--- src/rtl/pixel_frame_sequencer.sv ---
// Frame controller for the pixel sensor array: sequences erase/expose/convert/read
// strobes and the ADC ramp, then streams each captured row out as valid/ready words.
module pixel_frame_sequencer #(
  parameter int ROWS    = 4,
  parameter int COLS    = 2,
  parameter int DATA_W  = 8,
  parameter int C_ERASE = 5,
  parameter int C_READ  = 5,
  parameter int CNT_W   = 16
) (
  input  logic                   clk,
  input  logic                   reset,
  input  logic                   start,
  input  logic                   continuous,
  input  logic [CNT_W-1:0]       exposure,
  output logic                   erase,
  output logic                   expose,
  output logic                   convert,
  output logic [DATA_W-1:0]      ramp_code,
  output logic [ROWS-1:0]        read,
  input  logic [COLS*DATA_W-1:0] pix_data,
  output logic [DATA_W-1:0]      out_data,
  output logic                   out_valid,
  input  logic                   out_ready,
  output logic                   out_sof,
  output logic                   out_eol,
  output logic                   out_eof,
  output logic                   busy
);

  localparam int ROW_W = (ROWS > 1) ? $clog2(ROWS) : 1;
  localparam int COL_W = (COLS > 1) ? $clog2(COLS) : 1;
  localparam logic [ROW_W-1:0] ROW_LAST   = ROW_W'(ROWS - 1);
  localparam logic [COL_W-1:0] COL_LAST   = COL_W'(COLS - 1);
  localparam logic [CNT_W-1:0] ERASE_LAST = CNT_W'(C_ERASE - 1);
  localparam logic [CNT_W-1:0] READ_LAST  = CNT_W'(C_READ - 1);

  typedef enum logic [2:0] {
    S_IDLE, S_ERASE, S_EXPOSE, S_CONVERT, S_READ, S_SHIFT
  } state_t;

  state_t            state;
  logic [CNT_W-1:0]  cnt;
  logic [CNT_W-1:0]  exp_last;
  logic [CNT_W-1:0]  exp_cnt_last;
  logic [ROW_W-1:0]  row;
  logic [ROW_W-1:0]  row_nxt;
  logic [COL_W-1:0]  col;
  logic [COL_W-1:0]  col_nxt;
  logic [DATA_W-1:0] row_buf [COLS];

  // Exposure is held as the index of its last cycle; a request of 0 runs as 1 cycle.
  assign exp_cnt_last = (exposure == '0) ? '0 : exposure - 1'b1;
  assign row_nxt      = row + 1'b1;
  assign col_nxt      = col + 1'b1;

  // NOTE: state and outputs use non-blocking assignments so every register sees pre-edge values.
  always_ff @(posedge clk) begin
    if (reset) begin
      state     <= S_IDLE;
      cnt       <= '0;
      exp_last  <= '0;
      row       <= '0;
      col       <= '0;
      erase     <= 1'b0;
      expose    <= 1'b0;
      convert   <= 1'b0;
      ramp_code <= '0;
      read      <= '0;
      out_data  <= '0;
      out_valid <= 1'b0;
      out_sof   <= 1'b0;
      out_eol   <= 1'b0;
      out_eof   <= 1'b0;
      busy      <= 1'b0;
    end else begin
      case (state)
        S_IDLE: begin
          if (start || continuous) begin
            state    <= S_ERASE;
            exp_last <= exp_cnt_last;
            cnt      <= '0;
            erase    <= 1'b1;
            busy     <= 1'b1;
          end
        end
        S_ERASE: begin
          if (cnt == ERASE_LAST) begin
            state  <= S_EXPOSE;
            cnt    <= '0;
            erase  <= 1'b0;
            expose <= 1'b1;
          end else begin
            cnt <= cnt + 1'b1;
          end
        end
        S_EXPOSE: begin
          if (cnt == exp_last) begin
            state   <= S_CONVERT;
            cnt     <= '0;
            expose  <= 1'b0;
            convert <= 1'b1;
          end else begin
            cnt <= cnt + 1'b1;
          end
        end
        S_CONVERT: begin
          // The ramp itself times the convert phase: it ends when the code reaches full scale.
          if (ramp_code == '1) begin
            state     <= S_READ;
            convert   <= 1'b0;
            ramp_code <= '0;
            row       <= '0;
            read      <= ROWS'(1);
          end else begin
            ramp_code <= ramp_code + 1'b1;
          end
        end
        S_READ: begin
          if (cnt == READ_LAST) begin
            state     <= S_SHIFT;
            cnt       <= '0;
            read      <= '0;
            col       <= '0;
            out_valid <= 1'b1;
            out_data  <= pix_data[DATA_W-1:0];
            out_sof   <= (row == '0);
            out_eol   <= (COLS == 1);
            out_eof   <= (COLS == 1) && (row == ROW_LAST);
          end else begin
            cnt <= cnt + 1'b1;
          end
        end
        S_SHIFT: begin
          if (out_ready) begin
            if (col != COL_LAST) begin
              col      <= col_nxt;
              out_data <= row_buf[col_nxt];
              out_sof  <= 1'b0;
              out_eol  <= (col_nxt == COL_LAST);
              out_eof  <= (col_nxt == COL_LAST) && (row == ROW_LAST);
            end else begin
              col       <= '0;
              out_valid <= 1'b0;
              out_sof   <= 1'b0;
              out_eol   <= 1'b0;
              out_eof   <= 1'b0;
              if (row != ROW_LAST) begin
                row   <= row_nxt;
                state <= S_READ;
                read  <= ROWS'(1) << row_nxt;
              end else begin
                row <= '0;
                if (continuous) begin
                  state    <= S_ERASE;
                  exp_last <= exp_cnt_last;
                  erase    <= 1'b1;
                end else begin
                  state <= S_IDLE;
                  busy  <= 1'b0;
                end
              end
            end
          end
        end
        default: state <= S_IDLE;
      endcase
    end
  end

  // NOTE: the row buffer carries no reset; it is always written before it is read.
  always_ff @(posedge clk) begin
    if (state == S_READ && cnt == READ_LAST) begin
      for (int c = 0; c < COLS; c++) begin
        row_buf[c] <= pix_data[c*DATA_W +: DATA_W];
      end
    end
  end

endmodule

--- config.mk ---
export PLATFORM = sky130hd
export DESIGN_NAME = pixel_frame_sequencer
export DESIGN_NICKNAME = d
export VERILOG_FILES = /design/src/rtl/pixel_frame_sequencer.sv
export SDC_FILE = /design/constraint.sdc
export NUM_CORES = 1
export LEC_CHECK = 0
export BUFFER_PORTS_ARGS = -buffer_cell sky130_fd_sc_hd__buf_2
export CAP_MARGIN = 20
export CORE_MARGIN = 10
export CORE_UTILIZATION = 55
export DETAILED_ROUTE_END_ITERATION = 6
export PLACE_DENSITY_LB_ADDON = 0.3
export SYNTH_ARGS = -nofsm -noshare
export SYNTH_HDL_FRONTEND = slang
export SYNTH_SLANG_ARGS = --single-unit
--- constraint.sdc ---
create_clock -name clk -period 4.8 [get_ports clk]
set_input_delay 0.48 -clock clk [delete_from_list [all_inputs] [get_ports clk]]
set_output_delay 0.48 -clock clk [all_outputs]
set_load 0.005 [all_outputs]
==> results of run 1 <==
path summary, 6_finish.rpt:
check              startpoint             to  slack (ps)
hold reg to reg   exp_last[9]    exp_last[9]         460
hold / removal    pix_data[8]  row_buf[1][0]         300
setup / recovery     state[0]         cnt[7]        2040
setup reg to reg     state[0]         cnt[7]        2040
worst max-delay path, delay by kind of cell (launching register included):
family	cells	cell delay [ps]
AND/OR/NAND/NOR	2	340
AO/OA/AOI/OAI	2	1290
flip-flops	1	950
stage by stage:
| step | cell area (um2) | hold WS [ps] | power, W | util (%) |
|---|---|---|---|---|
| after floorplan | 4070 | 437 | 0.000865 | - |
| after global placement | 4340 | 449 | 0.000906 | 60.1 |
| after detailed placement | 4340 | 454 | 0.000913 | 60.2 |
| after CTS | 4540 | 278 | 0.00140 | 63.0 |
| after global routing | 4540 | 282 | 0.00146 | 63.0 |
| final | 4540 | 296 | 0.00139 | 63.0 |
state kept, by name (all words and copies together) (netlist names), 2 cells and up:
name / cells
cnt: 16
exp_last: 16
out_data: 8
ramp_code: 8
read: 4
row: 2
row_buf: 8
state: 3
cells in the final DEF (no fill, tap or decap), drive strengths merged, types with 9 or more instances in the layout:
cell / n
a21oi: 39
nor4: 10
nor3b: 9
nor2: 34
nand2: 37
nand3: 10
o21ai: 31
a311oi: 9
xnor2: 21
clkbuf: 9
dfxtp: 65
buf: 66
nand4: 9
inv: 17
xor2: 23
nor3: 35
cell families after synthesis:
logic type      synth area share, %
compound gates                 17.2
mux                           0.492
buf+inv                        5.85
fa+ha+maj                      2.74
simple gates                   26.3
flops                          37.9
xor+xnor                       9.48
synthesized netlist by cell type, drive strengths merged (2+ instances only):
cell,count
nor4b,2
a221oi,4
or3,8
and4,5
o21ai,31
a2bb2oi,2
nand4,9
nand4b,2
mux2i,2
buf,22
edfxtp,8
a311oi,9
dfxtp,65
inv,15
nor3b,9
a31oi,3
nand2,37
clkbuf,12
nor2,34
and3,8
a21oi,39
xnor2,21
nor3,35
nand3b,2
xor2,23
nor4,10
nand2b,2
a211oi,2
or4,3
o21a,2
ha,8
nor2b,4
nand3,10
a22o,4
layout make-up:
cell class	count	area, um2
fill	649	2670
multi-input combinational	345	2290
sequential	73	1540
timing repair buffer	66	333
clock buffer	9	124
tap	99	124
clock inverter	7	77.6
inverter	15	56.3
power breakdown:
group / leakage (nW) / internal, W / total [W] / switching (W)
Sequential: 0.600 / 0.000645 / 0.000688 / 0.0000431
Clock: 0.102 / 0.000245 / 0.000492 / 0.000248
Combinational: 1.03 / 0.0000862 / 0.000214 / 0.000128
metal layers:
layer | track usage, % | vias up | part of all wire, %
met1 | 20.9 | 1617 | 46
met4 | 6.09 | 0 | 0.77
met5 | 0 | - | 0
met3 | 3.93 | 8 | 5.6
met2 | 25.9 | 92 | 48
li1 | - | 1771 | -
==> results.toml, run 1 <==
[outcome]
status = "finished clean"

[floorplanning]
start_util_pct = 56.4
die_h_um = 106
die-area_um2 = 11200
pin_count = 65
core_region_area_um2 = 7210
core.rowCount = 31
dieWidth_um = 106

[route]
routed_wl_um = 9250
via_per_inst = 5.68
vias = 3488
wire_per_inst_um = 15.1
drc_errors = 0
firstDrtPassIters = 4
ant_nets = 0
drtIter0Drc = 182

[final_layout]
area_growth_pct = 11.7
final_nets = 555
stdcell_count = 614
diodes = 0
layout-drive-gt1-share_pct = 21.0

[power_and_ir_drop]
p_leak_nw = 1.73
ir_drop_mv = 0.238
power.density_nw_per_um2 = 307

[global_route]
track_usage_pct = 16.3
grt_pass1_vias = 3342
grt_pass1_wl_um = 15500
grt_max_degree = 51
antenna_found_initial = 0
overflow = 0

[logic_synthesis]
synth_top_area_share_pct = 32.0
ys_seq_elements = 73
yosysWarnings = 0
syn_nets = 512
synth.area.top_cells = "dfxtp_1 (32%), edfxtp_1 (5.9%), xor2_1 (5.0%), a21oi_1 (4.8%), xnor2_1 (4.5%)"
synthCells = 467
synth_async_sr_flop_share_pct = 0
synth_area_leader_cell = "dfxtp_1"
synth.avg_cell_area_um2 = 8.71
syn-cell-area_um2 = 4070
synth-main-ff-cell = "dfxtp_1"
synth-seq-area-share_pct = 37.9
yosysUniqueCellTypes = 64
synth_edf_count = 8

[timing]
max_freq_ghz = 0.363
fin_crit_sh_pct = 57.5
fin_setup_tns_ps = 0
final_max_slew_viol_count = 0
maxSlewHeadroom_pct = 34.2
fin_crit_ps = 2760
rsz0062_at_grt = "false"
clock_skew_ps = 10.5
hold_viol = 0
setup_violations = 0
worst_pin_slew_ps = 987
timing.final.ws_setup_ps = 2040

[clocking]
cts_num_sinks = 73
max-clock-path-buffers = 2
h-tree-depth = 3
clockRootBuffer = "clkbuf_8"
cts_hold_buf = 0
clk_pin_slew_ps = 80
cts_tree = "done"
cts_resized = 0
cts_setup_buffers = 0
clk_latency_ps = 350
cts_buffers = 9

[critical_path]
critPathSlowestCell = "dfxtp_1"
cp-end-kind = "flop"
critPathLaunchType = "flop"
critPathArrivalTime_ps = 2950
r2r_cells = 4
crit_fanout = 30
path_cells = "nor4_1 -> a21o_1 -> a211oi_2 -> nor3_1"
slowest_delay_ps = 950
required_ps = 4990
path_class = "reg -> reg"

[placement]
place_hpwl_um = 6700
port_buffers = 64
place_inst = 598
gp_congestion = 0.829
preCtsSetupSlack_ps = 2060

[min_path]
whs_path_depth = 1
min_path_type = "in -> reg"

[flow_run]
drv_cap = 0
Note: power is estimated with default switching activity, not from simulation.
==> run 2: changes to the inputs <==
--- a/config.mk
+++ b/config.mk
@@ -5,6 +5,7 @@
 export SDC_FILE = /design/constraint.sdc
 export NUM_CORES = 1
 export LEC_CHECK = 0
+export ABC_AREA = 1
 export BUFFER_PORTS_ARGS = -buffer_cell sky130_fd_sc_hd__buf_2
 export CAP_MARGIN = 20
 export CORE_MARGIN = 10
==> constraint.sdc (replaced) <==
create_clock -name clk -period 2.71 [get_ports clk]
set_input_delay 0.271 -clock clk [delete_from_list [all_inputs] [get_ports clk]]
set_output_delay 0.271 -clock clk [all_outputs]
set_load 0.005 [all_outputs]
==> run 2 against run 1 <==
Synthesized area up 3.9%. Synthesized cell count up 34%. First-iteration DRC count is 62% higher. Wire length grew 17%. Cell count grew 29%. Critical path type unchanged. Largest cell class unchanged.
==> results.toml, run 2 <==
[outcome]
status = "finished clean"

[clocking]
cts_hold_buf = 0
cts_tree = "done"
clk_latency_ps = 370
cts_buffers = 9
cts_resized = 0
max-clock-path-buffers = 2
cts_setup_buffers = 0
clockRootBuffer = "clkbuf_8"
cts_num_sinks = 74
h-tree-depth = 3
clk_pin_slew_ps = 100

[final_layout]
final_cell_mix = "nand2_1 (179), inv_1 (84), nor2_1 (77)"
layout-drive-gt1-share_pct = 15.7
largest_registers = "cnt: 16 flops, exp_last: 16 flops, row_buf: 9 flops"
final_nets = 736
diodes = 0
n_fill_cell = 676
area_growth_pct = 13.7
layout_commonest_cell = "nand2_1"

[route]
firstDrtPassIters = 5
dr_wl_met2_um = 4890
top_layer = "met4"
route.met3.wl_um = 970
wire_per_inst_um = 13.6
drtIter0Drc = 295
via_per_inst = 5.32
vias = 4229
routed_wl_um = 10800
drc_errors = 0
ant_nets = 0
met1Wirelength_um = 4780

[logic_synthesis]
synth-main-ff-cell = "dfxtp_1"
synth-seq-area-share_pct = 37.2
synthCells = 627
yosysUniqueCellTypes = 39
synth_edf_count = 9
yosysWarnings = 0
synth.avg_cell_area_um2 = 6.74
synth_area_leader_cell = "dfxtp_1"
ys_top_cells_by_count = "nand2_1 (179), inv_1 (84), nor2_1 (77)"
synth_top_area_share_pct = 30.8
synth.area.top_cells = "dfxtp_1 (31%), nand2_1 (16%), inv_1 (7.5%), nor2_1 (6.8%), edfxtp_1 (6.4%)"
syn-cell-area_um2 = 4230
ys_seq_elements = 74
syn_nets = 672
synth_async_sr_flop_share_pct = 0
synth_most_common_cell = "nand2_1"

[critical_path]
critPathArrivalTime_ps = 2280
required_ps = 2960
critPathLaunchType = "flop"
cp-end-kind = "flop"
crit_fanout = 5
path_class = "reg -> reg"
r2r_slack_ps = 680

[power_and_ir_drop]
swShare_pct = 42.2
pwr-share-clk_pct = 23.5
power.density_nw_per_um2 = 821
p_leak_nw = 2.27
ir_drop_mv = 0.576
combPwrFrac_pct = 39.3
switching_power_w = 0.00166
internal_power_w = 0.00228
p_seq_share_pct = 37.3

[timing]
final_max_slew_viol_count = 0
worst_pin_slew_ps = 730
maxSlewHeadroom_pct = 51.3
setup_violations = 0
fin_crit_sh_pct = 74.8
clock_skew_ps = 14.1
hold_viol = 0
holdWs_ps = 75.2
max_freq_ghz = 0.493
rsz0062_at_grt = "false"
fin_setup_tns_ps = 0
fin_crit_ps = 2030

[flow_run]
drv_cap = 0

[global_route]
overflow = 0
grt_pass1_vias = 4061
grt_max_degree = 41
antenna_found_initial = 0
track_usage_pct = 19.1
grt_pass1_wl_um = 18400

[floorplanning]
dieWidth_um = 108
pin_count = 65
start_util_pct = 57.3
die-area_um2 = 11600
core_region_area_um2 = 7370
core.rowCount = 31
die_h_um = 108

[placement]
place_hpwl_um = 8250
port_buffers = 64
gp_congestion = 0.924

[min_path]
min_path_type = "in -> reg"
run 2: cell types whose count changed in the layout (fill, tap and decap cells not counted), moves of 8 or more:
cell     before  now
nand3_1      10   34
xnor2_1      21    3
nor3_1       28   12
and3_1        8    0
nand4_1       7   17
or3_1         8    0
nor2_1       33   77
inv_1        15   84
o21ai_0      20   11
nor3b_1       9    1
nand2_1      37  179
xor2_1       23   13
run 2: logic make-up after synthesis:
| kind of cell | share of synthesized area (%) |
|---|---|
| simple gates | 36.1 |
| buf+inv | 10.2 |
| compound gates | 10.8 |
| flops | 37.2 |
| xor+xnor | 3.32 |
| fa+ha+maj | 2.37 |
run 2: path summary, 6_finish.rpt:
check / from / to / depth (start not counted)
hold reg to reg: erase / erase / 2
setup / recovery: cnt[0] / cnt[10] / 7
hold / removal: pix_data[11] / row_buf[1][3] / 1
setup reg to reg: cnt[0] / cnt[10] / 7
run 2: routing by layer:
metal / up-vias / GRT usage [%]
met1: 1906 / 24.1
met2: 171 / 30.4
li1: 2141 / -
met5: - / 0
met4: 0 / 5.34
met3: 11 / 6.35
run 2: cell type report:
class                           instances  area (um2)  share of cell area [%]
Multi-Input combinational cell        449        2220                    46.3
Tap cell                               99         124                    2.58
Clock buffer                            9         124                    2.58
Sequential cell                        74        1570                    32.7
Clock inverter                          7        85.1                    1.77
Inverter                               91         342                    7.11
Timing Repair Buffer                   66         335                    6.98
run 2: power by group through the flow:
| stage | clock, W | sequential, W | combinational (W) |
|---|---|---|---|
| 2_1_floorplan | 0 | 0.00146 | 0.00119 |
| 3_3_place_gp | 0 | 0.00148 | 0.00149 |
| 3_5_place_dp | 0 | 0.00149 | 0.00153 |
| 4_1_cts | 0.000939 | 0.00147 | 0.00154 |
| 5_1_grt | 0.000976 | 0.00149 | 0.00175 |
| 6_report | 0.000925 | 0.00147 | 0.00155 |
run 2: through the flow:
step | util [%] | power (W) | cell area [um2] | instances | setup WS, ps
after floorplan | - | 0.00264 | 4230 | 627 | 1020
after global placement | 62.3 | 0.00297 | 4590 | 779 | 765
after detailed placement | 62.3 | 0.00302 | 4590 | 779 | 760
after CTS | 65.2 | 0.00395 | 4800 | 795 | 757
after global routing | 65.2 | 0.00422 | 4800 | 795 | 539
final | 65.2 | 0.00394 | 4800 | 795 | 683
run 2: worst max-delay path: stages (launching register included):
cell     delay, ps
dfxtp_1        430
ha_1           230
nand2_1         90
nor3_1         440
nand2_1        180
nor3_1         290
xor2_1         180
nor2_1          60
==> run 3: changes to the inputs <==
--- a/config.mk
+++ b/config.mk
@@ -9,7 +9,7 @@
 export BUFFER_PORTS_ARGS = -buffer_cell sky130_fd_sc_hd__buf_2
 export CAP_MARGIN = 20
 export CORE_MARGIN = 10
-export CORE_UTILIZATION = 55
+export CORE_UTILIZATION = 51
 export DETAILED_ROUTE_END_ITERATION = 6
 export PLACE_DENSITY_LB_ADDON = 0.3
 export SYNTH_ARGS = -nofsm -noshare
==> constraint.sdc (replaced) <==
create_clock -name clk -period 1.7 [get_ports clk]
set_input_delay 0.17 -clock clk [delete_from_list [all_inputs] [get_ports clk]]
set_output_delay 0.17 -clock clk [all_outputs]
set_load 0.005 [all_outputs]
==> run 3 against run 2 <==
Wire length up 9.6%. Design area up 16%. First-iteration DRC count unchanged. Clock power up 59%. Critical endpoint is now row_buf[1][2]. Global-route usage down 0.58 points. Largest cell class unchanged. Flip-flop and latch count unchanged. Clock skew up 2.0 ps. Setup slack worse by 630 ps. Combinational power up 100%. Fmax up 23%. Sequential power up 61%.
==> results.toml, run 3 (synthesis gave the netlist of run 2 again) <==
[outcome]
status = "finished clean"

[critical_path]
r2r_cells = 7
required_ps = 1790
critPathSlowestCell = "dfxtp_2"
critPathArrivalTime_ps = 1730
path_class = "reg -> reg"
slowest_delay_ps = 350
r2r_slack_ps = 60
crit_fanout = 5
r2r_start = "cnt[0]"
critPathLaunchType = "flop"
cp-end-kind = "flop"
path_cells = "inv_2 -> ha_4 -> nand4_1 -> nor4_2 -> nand3_1 -> nor2_4 -> buf_6"
regToRegEndpoint = "row_buf[1][2]"

[timing]
fin_crit_ps = 1640
setup_violations = 0
rsz0062_at_grt = "true"
max_freq_ghz = 0.608
final_max_slew_viol_count = 0
worst_pin_slew_ps = 458
maxSlewHeadroom_pct = 69.3
clock_skew_ps = 16.0
fin_crit_sh_pct = 96.7
hold_viol = 0
holdWs_ps = 98.3

[global_route]
grt_max_degree = 41
antenna_found_initial = 0
busiest_layer = "met2"
grtUsageMet1_pct = 23.0
use_met2_pct = 29.8
track_usage_pct = 18.5
use_met3_pct = 6.01
grt_pass1_wl_um = 19500
grt_pass1_vias = 4130
overflow = 0

[clocking]
clockRootBuffer = "clkbuf_8"
cts_buffers = 9
cts_tree = "done"
clk_latency_ps = 370
cts_num_sinks = 74
clk_pin_slew_ps = 90
h-tree-depth = 3
max-clock-path-buffers = 2

[floorplanning]
die_h_um = 111
pin_count = 65
start_util_pct = 51.9
die-area_um2 = 12300
core.rowCount = 33
dieWidth_um = 111
core_region_area_um2 = 8130

[placement]
placed_cell_area_um2 = 5000
place_inst = 838
place_hpwl_um = 8520
port_buffers = 64
gp_congestion = 0.963

[min_path]
min_path_type = "in -> reg"
whs_endpoint = "exp_last[12]"
whs_path_depth = 3
worstHoldStart = "exposure[12]"

[final_layout]
area_growth_pct = 31.7
layout_commonest_cell = "nand2_1"
final_nets = 806
stdcell_area_um2 = 5570
diodes = 0
final_cell_mix = "nand2_1 (171), inv_1 (78), nor2_1 (67)"
stdcell_count = 871
largest_registers = "cnt: 16 flops, exp_last: 16 flops, row_buf: 9 flops"
layout-drive-gt1-share_pct = 28.9

[power_and_ir_drop]
p_leak_nw = 2.65
ir_drop_mv = 0.601
power_w = 0.00695
power.density_nw_per_um2 = 1250

[route]
vias = 4439
firstDrtPassIters = 7
ant_nets = 0
drc_errors = 0
routed_wl_um = 11800
wire_per_inst_um = 13.6
via_per_inst = 5.10
drtIter0Drc = 295

[flow_run]
drv_cap = 0
-- run 3: worst max path at each step --
stage	start	end	slack [ps]	cells past startpoint
after CTS	state[0]	cnt[15]	0.5	10
after floorplan	cnt[0]	row_buf[0][1]	6	6
after global routing	cnt[0]	row_buf[1][2]	-30	7
final	cnt[0]	row_buf[1][2]	60	7
after global placement	state[1]	cnt[8]	-20	10
after detailed placement	state[1]	cnt[15]	-100	10
-- run 3: repair_timing --
action                                 in CTS  in global routing
pin swaps                                   2                  9
cloned                                      1                  2
setup endpoints to repair                  37                 63
hold buffers                                9                  0
buffers inserted                            2                  3
endpoints found under the hold margin       9                  0
resized for setup                           8                 70
-- run 3: cell type report --
cell class                      count  area (um2)
Inverter                           91         344
Tap cell                          105         131
Sequential cell                    74        1610
Multi-Input combinational cell    451        2370
Clock inverter                      7        86.3
Fill cell                         694        2570
Timing Repair Buffer              134         900
Clock buffer                        9         124
-- run 3: metrics by stage --
stage / setup WS (ps) / setup TNS (ps) / utilization [%]
final: 55.6 / 0 / 68.4
after global placement: -19.0 / -52.5 / 61.5
after floorplan: 6.22 / 0 / -
after global routing: -33.1 / -342 / 68.4
after detailed placement: -99.0 / -453 / 61.5
after CTS: 0.471 / 0 / 65.6
-- run 3: worst max-delay path: cells and delay by family, from the launching register on --
family,cells,cell delay [ps]
and+or+nand+nor,4,650
DFF,1,350
buffers and inverters,2,240
adders and majority gates,1,130
-- run 3: routing by layer --
| metal | up-vias | share of wire (%) |
|---|---|---|
| met4 | 0 | 1.2 |
| met1 | 2019 | 44 |
| met3 | 14 | 7.0 |
| met2 | 127 | 47 |
| met5 | - | 0 |
| li1 | 2279 | - |
-- run 3: power breakdown --
part	switching (W)	internal (W)	total (W)	leakage (nW)
sequential	0.000273	0.00210	0.00237	0.621
combinational	0.00184	0.00127	0.00311	1.93
clock	0.000765	0.000708	0.00147	0.104
total	0.00288	0.00407	0.00695	2.65
